`src/rtl/hv_stream_unpack.sv`:
```
// hv_stream_unpack: assembles BEATS consecutive BEAT_W-bit stream beats into
// one (DIM+1)-bit hypervector and hands it to the core array via valid/ready.
// Beat k lands in bits [BEAT_W*k +: BEAT_W] (beat 0 = LSBs). The assembly
// register holds beats 0..BEATS-2. The final beat goes straight into the
// output register alongside them, so a full vector flows every BEATS cycles.
`timescale 1ns/1ps

module hv_stream_unpack #(
    parameter int DIM    = 1023,
    parameter int BEAT_W = 256,
    parameter int BEATS  = 4
) (
    input  logic              clk,
    input  logic              rst_n,
    input  logic              src_valid,
    output logic              src_ready,
    input  logic [BEAT_W-1:0] src_data,
    input  logic              src_last,
    output logic              hv_valid,
    input  logic              hv_ready,
    output logic [DIM:0]      hv_data,
    output logic              hv_last,
    output logic              err_short,
    output logic [31:0]       vec_cnt
);

    localparam int CNT_W = (BEATS > 1) ? $clog2(BEATS) : 1;
    localparam int ASM_N = (BEATS > 1) ? BEATS - 1 : 1;
    localparam logic [CNT_W-1:0] LAST_IDX = CNT_W'(BEATS - 1);

    // The vector must split into a whole number of beats, and at least two.
    generate
        if ((DIM + 1) != BEATS * BEAT_W || BEATS < 2) begin : g_bad_geometry
            $error("hv_stream_unpack: DIM+1 must equal BEATS*BEAT_W with BEATS >= 2");
        end
    endgenerate

    logic [CNT_W-1:0]            beat_cnt_q, beat_cnt_d;
    logic [BEAT_W-1:0]           asm_q [ASM_N];
    logic [BEAT_W*ASM_N-1:0]     asm_flat;
    logic [ASM_N-1:0]            slot_we;
    logic [DIM:0]                hv_data_q;
    logic                        hv_valid_q;
    logic                        hv_last_q;
    logic                        err_short_q;
    logic [31:0]                 vec_cnt_q;

    logic last_slot;
    logic accept;
    logic final_beat;
    logic short_beat;
    logic drain;

    // Only the final beat can stall: it needs the output register free or draining.
    assign last_slot  = (beat_cnt_q == LAST_IDX);
    assign src_ready  = !(last_slot && hv_valid_q && !hv_ready);
    assign accept     = src_valid && src_ready;
    assign final_beat = accept && last_slot;
    assign short_beat = accept && !last_slot && src_last;
    assign drain      = hv_valid_q && hv_ready;

    // Per-slot write enables and flattened view of the assembly register.
    genvar gi;
    generate
        for (gi = 0; gi < ASM_N; gi++) begin : g_slot
            assign slot_we[gi] = accept && !src_last && (beat_cnt_q == CNT_W'(gi));
            assign asm_flat[gi*BEAT_W +: BEAT_W] = asm_q[gi];
        end
    endgenerate

    // Beat position: advance on each accepted beat, restart after final or short-last beat.
    always_comb begin
        beat_cnt_d = beat_cnt_q;
        if (accept) begin
            if (last_slot || src_last) begin
                beat_cnt_d = '0;
            end else begin
                beat_cnt_d = beat_cnt_q + CNT_W'(1);
            end
        end
    end

    // Assembly register and beat counter.
    always_ff @(posedge clk or negedge rst_n) begin
        if (!rst_n) begin
            beat_cnt_q <= '0;
            for (int i = 0; i < ASM_N; i++) begin
                asm_q[i] <= '0;
            end
        end else begin
            beat_cnt_q <= beat_cnt_d;
            for (int i = 0; i < ASM_N; i++) begin
                if (slot_we[i]) begin
                    asm_q[i] <= src_data;
                end
            end
        end
    end

    // Output register: load on final beat (even while draining, so no bubble), clear on drain.
    always_ff @(posedge clk or negedge rst_n) begin
        if (!rst_n) begin
            hv_data_q   <= '0;
            hv_last_q   <= 1'b0;
            hv_valid_q  <= 1'b0;
            err_short_q <= 1'b0;
            vec_cnt_q   <= '0;
        end else begin
            if (final_beat) begin
                hv_data_q  <= {src_data, asm_flat};
                hv_last_q  <= src_last;
                hv_valid_q <= 1'b1;
            end else if (drain) begin
                hv_valid_q <= 1'b0;
            end
            if (drain) begin
                vec_cnt_q <= vec_cnt_q + 32'd1;
            end
            err_short_q <= short_beat;
        end
    end

    assign hv_valid  = hv_valid_q;
    assign hv_data   = hv_data_q;
    assign hv_last   = hv_last_q;
    assign err_short = err_short_q;
    assign vec_cnt   = vec_cnt_q;

endmodule

```
`config.mk`:
```
export PLATFORM = sky130hd
export DESIGN_NAME = hv_stream_unpack
export DESIGN_NICKNAME = d
export VERILOG_FILES = /design/src/rtl/hv_stream_unpack.sv
export SDC_FILE = /design/constraint.sdc
export NUM_CORES = 2
export LEC_CHECK = 0
export CORE_MARGIN = 3
export CORE_UTILIZATION = 25
export CTS_CLUSTER_SIZE = 30
export DETAILED_ROUTE_END_ITERATION = 10
export GPL_TIMING_DRIVEN = 0
export PLACE_DENSITY = 0.45
export SLEW_MARGIN = 30
export SYNTH_ARGS = -nofsm -noshare
export SYNTH_HDL_FRONTEND = slang
export SYNTH_SLANG_ARGS = --single-unit
```
`constraint.sdc`:
```
create_clock -name clk -period 2.7 [get_ports clk]
set_input_delay 0.27 -clock clk [delete_from_list [all_inputs] [get_ports clk]]
set_output_delay 0.27 -clock clk [all_outputs]
set_load 0.01 [all_outputs]
```
==> reports/metrics.cfg <==
[route]
wl_per_cell_um = 28.3
vias_per_cell = 4.29
vias = 40159
drt_wl_total_um = 265000
drc = 0
drtIter0Drc = 1704
dr.pass1.iters = 5
ant_nets = 0

[sta]
skew_ns = 0.0349
fmax_mhz = 392
period_needed_ns = 2.55
hold_ws_ns = -0.412
hold_violations = 94
finalCritPeriodShare = 0.944
maxSlewViolCount = 0
fin_setup_tns_ns = 0
setup_viol = 0
slew_headroom = 0.487
worstMarginPinSlew_ns = 0.766

[global_routing]
busiest_layer = met2
grt_usage = 0.183
met2_usage = 0.303
grt-ovfl-total = 0
grt_pass1_wl_um = 366000
grt_pass1_vias = 42971
use_met1 = 0.223
met3_usage = 0.0689
grt_max_degree = 129
grt_antenna_before_repair = 68

[min_path]
min_path_type = input port to async pin

[clock_network]
cts_root_buf = clkbuf_16
clockBufferDepth = 4
clk_latency_ns = 0.85
htreeDepth = 4
cts_buffers = 213
clk_pin_slew_worst_paths_ns = 0.06
cts_tree = yes
numClockSinks = 1829
post_cts_buffers = 0

[floorplan]
dieArea_sq_um = 283000
die_w_um = 532
start_util = 0.252
coreArea_sq_um = 274000
rows = 192
ios = 1321
die_y_um = 532

[placed_design]
port_buffers = 1320
place.gp.congestion = 0.805
dpl.cell_count = 8953
hpwl_um = 198000

[cells_and_area]
syn2layout_area_growth_pct = 37.6
fin_nets = 5768
instances_no_fill = 9367
final_common_cell = dfrtp_1
mostFrequentLayoutCells = dfrtp_1 (1828), mux2_2 (1555), clkdlybuf4s50_1 (1319)
drive_gt1_frac = 0.416

[pwr]
power_density_nw_per_um2 = 1160
leakage_uw = 0.0420
vdd_ir_drop_max_uv = 571

[setup_path]
reg2regPathDepth = 7
worstSetupStartpoint = beat_cnt_q[1]
start_kind = flip-flop
worstSetupPathType = flip-flop to flip-flop
crit_fanout = 10
cp.required_ns = 3.41
end_kind = flip-flop
r2r-start = beat_cnt_q[1]
critPathArrivalTime_ns = 3.26

[synth]
ys_warn_count = 0
synthAdderAreaFrac = 0.000905
synthXorXnorAreaFrac = 0.00393
syn_area_sq_um = 69100
muxShareOfSynthArea = 0.306
async_flop_share = 1.00
syn_area_per_cell_sq_um = 17.6
synth_compound_area_frac = 0.000127
yosys.area_share.simple = 0.00579
ys.flop_type = dfrtp_1
synth_cell_types = 30
syn-instance-count = 3931
syn-num-nets = 4197
ys_seq_elements = 1829
ys_seq_area_frac = 0.662
synth_top_family_by_area = multiplexers
synth_edf_count = 0

[status]
violations = negative hold slack
status = complete, but fails checks

[run]
drv_cap = 0

-- through the flow --
step	util	setup WS [ns]	instance area [sq um]	power, uW
after floorplan	-	0.787	69100	58400
after global placement	0.317	-85.87	86900	81000
after detailed placement	0.319	-1.46	87400	81500
after CTS	0.345	-0.00218	94700	112000
after global routing	0.347	-0.00105	95100	115000
final	0.347	0.151	95100	110000
-- worst max-delay path: stages, from the launching register on --
cell      delay (ns)
dfrtp_1         0.39
ha_1            0.29
nand3b_4        0.11
and3b_4         0.21
nand2_1         0.26
buf_2           0.44
buf_4           0.32
mux2_2          0.36
-- synthesized netlist by cell type, types with 4 or more instances --
master | instances | share of area
ha_1 | 5 | 0.00091
nand2_1 | 15 | 0.00081
buf_2 | 149 | 0.011
mux2_4 | 240 | 0.052
nand4_1 | 16 | 0.0014
mux2_2 | 1555 | 0.25
buf_12 | 22 | 0.0064
dfrtp_1 | 1829 | 0.66
and4_1 | 5 | 0.00063
nor2_1 | 4 | 0.00022
buf_6 | 16 | 0.0026
xnor2_1 | 28 | 0.0035
nand3_1 | 9 | 0.00065
and3_1 | 5 | 0.00045
buf_4 | 14 | 0.0015
-- final timing paths --
kind / to / slack, ns
min in group clk: err_short / 0.14
min reg2reg: vec_cnt[31] / 0.48
max reg2reg: asm_flat[732] / 0.15
min: hv_data[914] / -0.41
max: asm_flat[732] / 0.15
max in group asynchronous: asm_flat[278] / 0.32
-- power by group --
| group | internal, uW | switching (uW) | total, uW |
|---|---|---|---|
| clock network | 17400 | 11900 | 29300 |
| logic | 20900 | 15000 | 35800 |
| registers | 38800 | 5940 | 44700 |
| total | 77000 | 32800 | 110000 |
-- routing by layer --
layer	part of all wire	routed length (um)
met1	0.41	108000
met2	0.48	127000
met3	0.087	23000
met4	0.026	6910
met5	0.00082	217
-- cell families after synthesis --
kind of cell	count (synthesis)
DFF	1829
xor gates and xnor gates	31
buffers and inverters	204
and+or+nand+nor	66
adders and majority gates	5
muxes	1795
AOI/OAI and AO/OA	1
-- final cells by class --
cell class              count  area [sq um]
multi-input cells        1898         21900
repair buffers           1356         14100
flip-flops and latches   1829         45800
well taps                3686          4610
plain buffers             202          1570
fillers                 26551        179000
clock inverters            41           541
clock buffers             344          6600
inverters                   2          7.51
diodes                      9          22.5
-- sequential cells by signal, indices dropped and copies added, names as in the netlist --
signal	count
asm_flat	768
beat_cnt_q	2
err_short	1
hv_data	1024
hv_last	1
hv_valid	1
vec_cnt	32
-- timing repair --
action                                  in CTS  in global routing
hold endpoints to repair                   378                378
gates cloned                                 3                  4
endpoints found under the setup margin    1054                420
gates resized for setup                     28                  8
No activity file was read; power rests on OpenSTA's default activity.
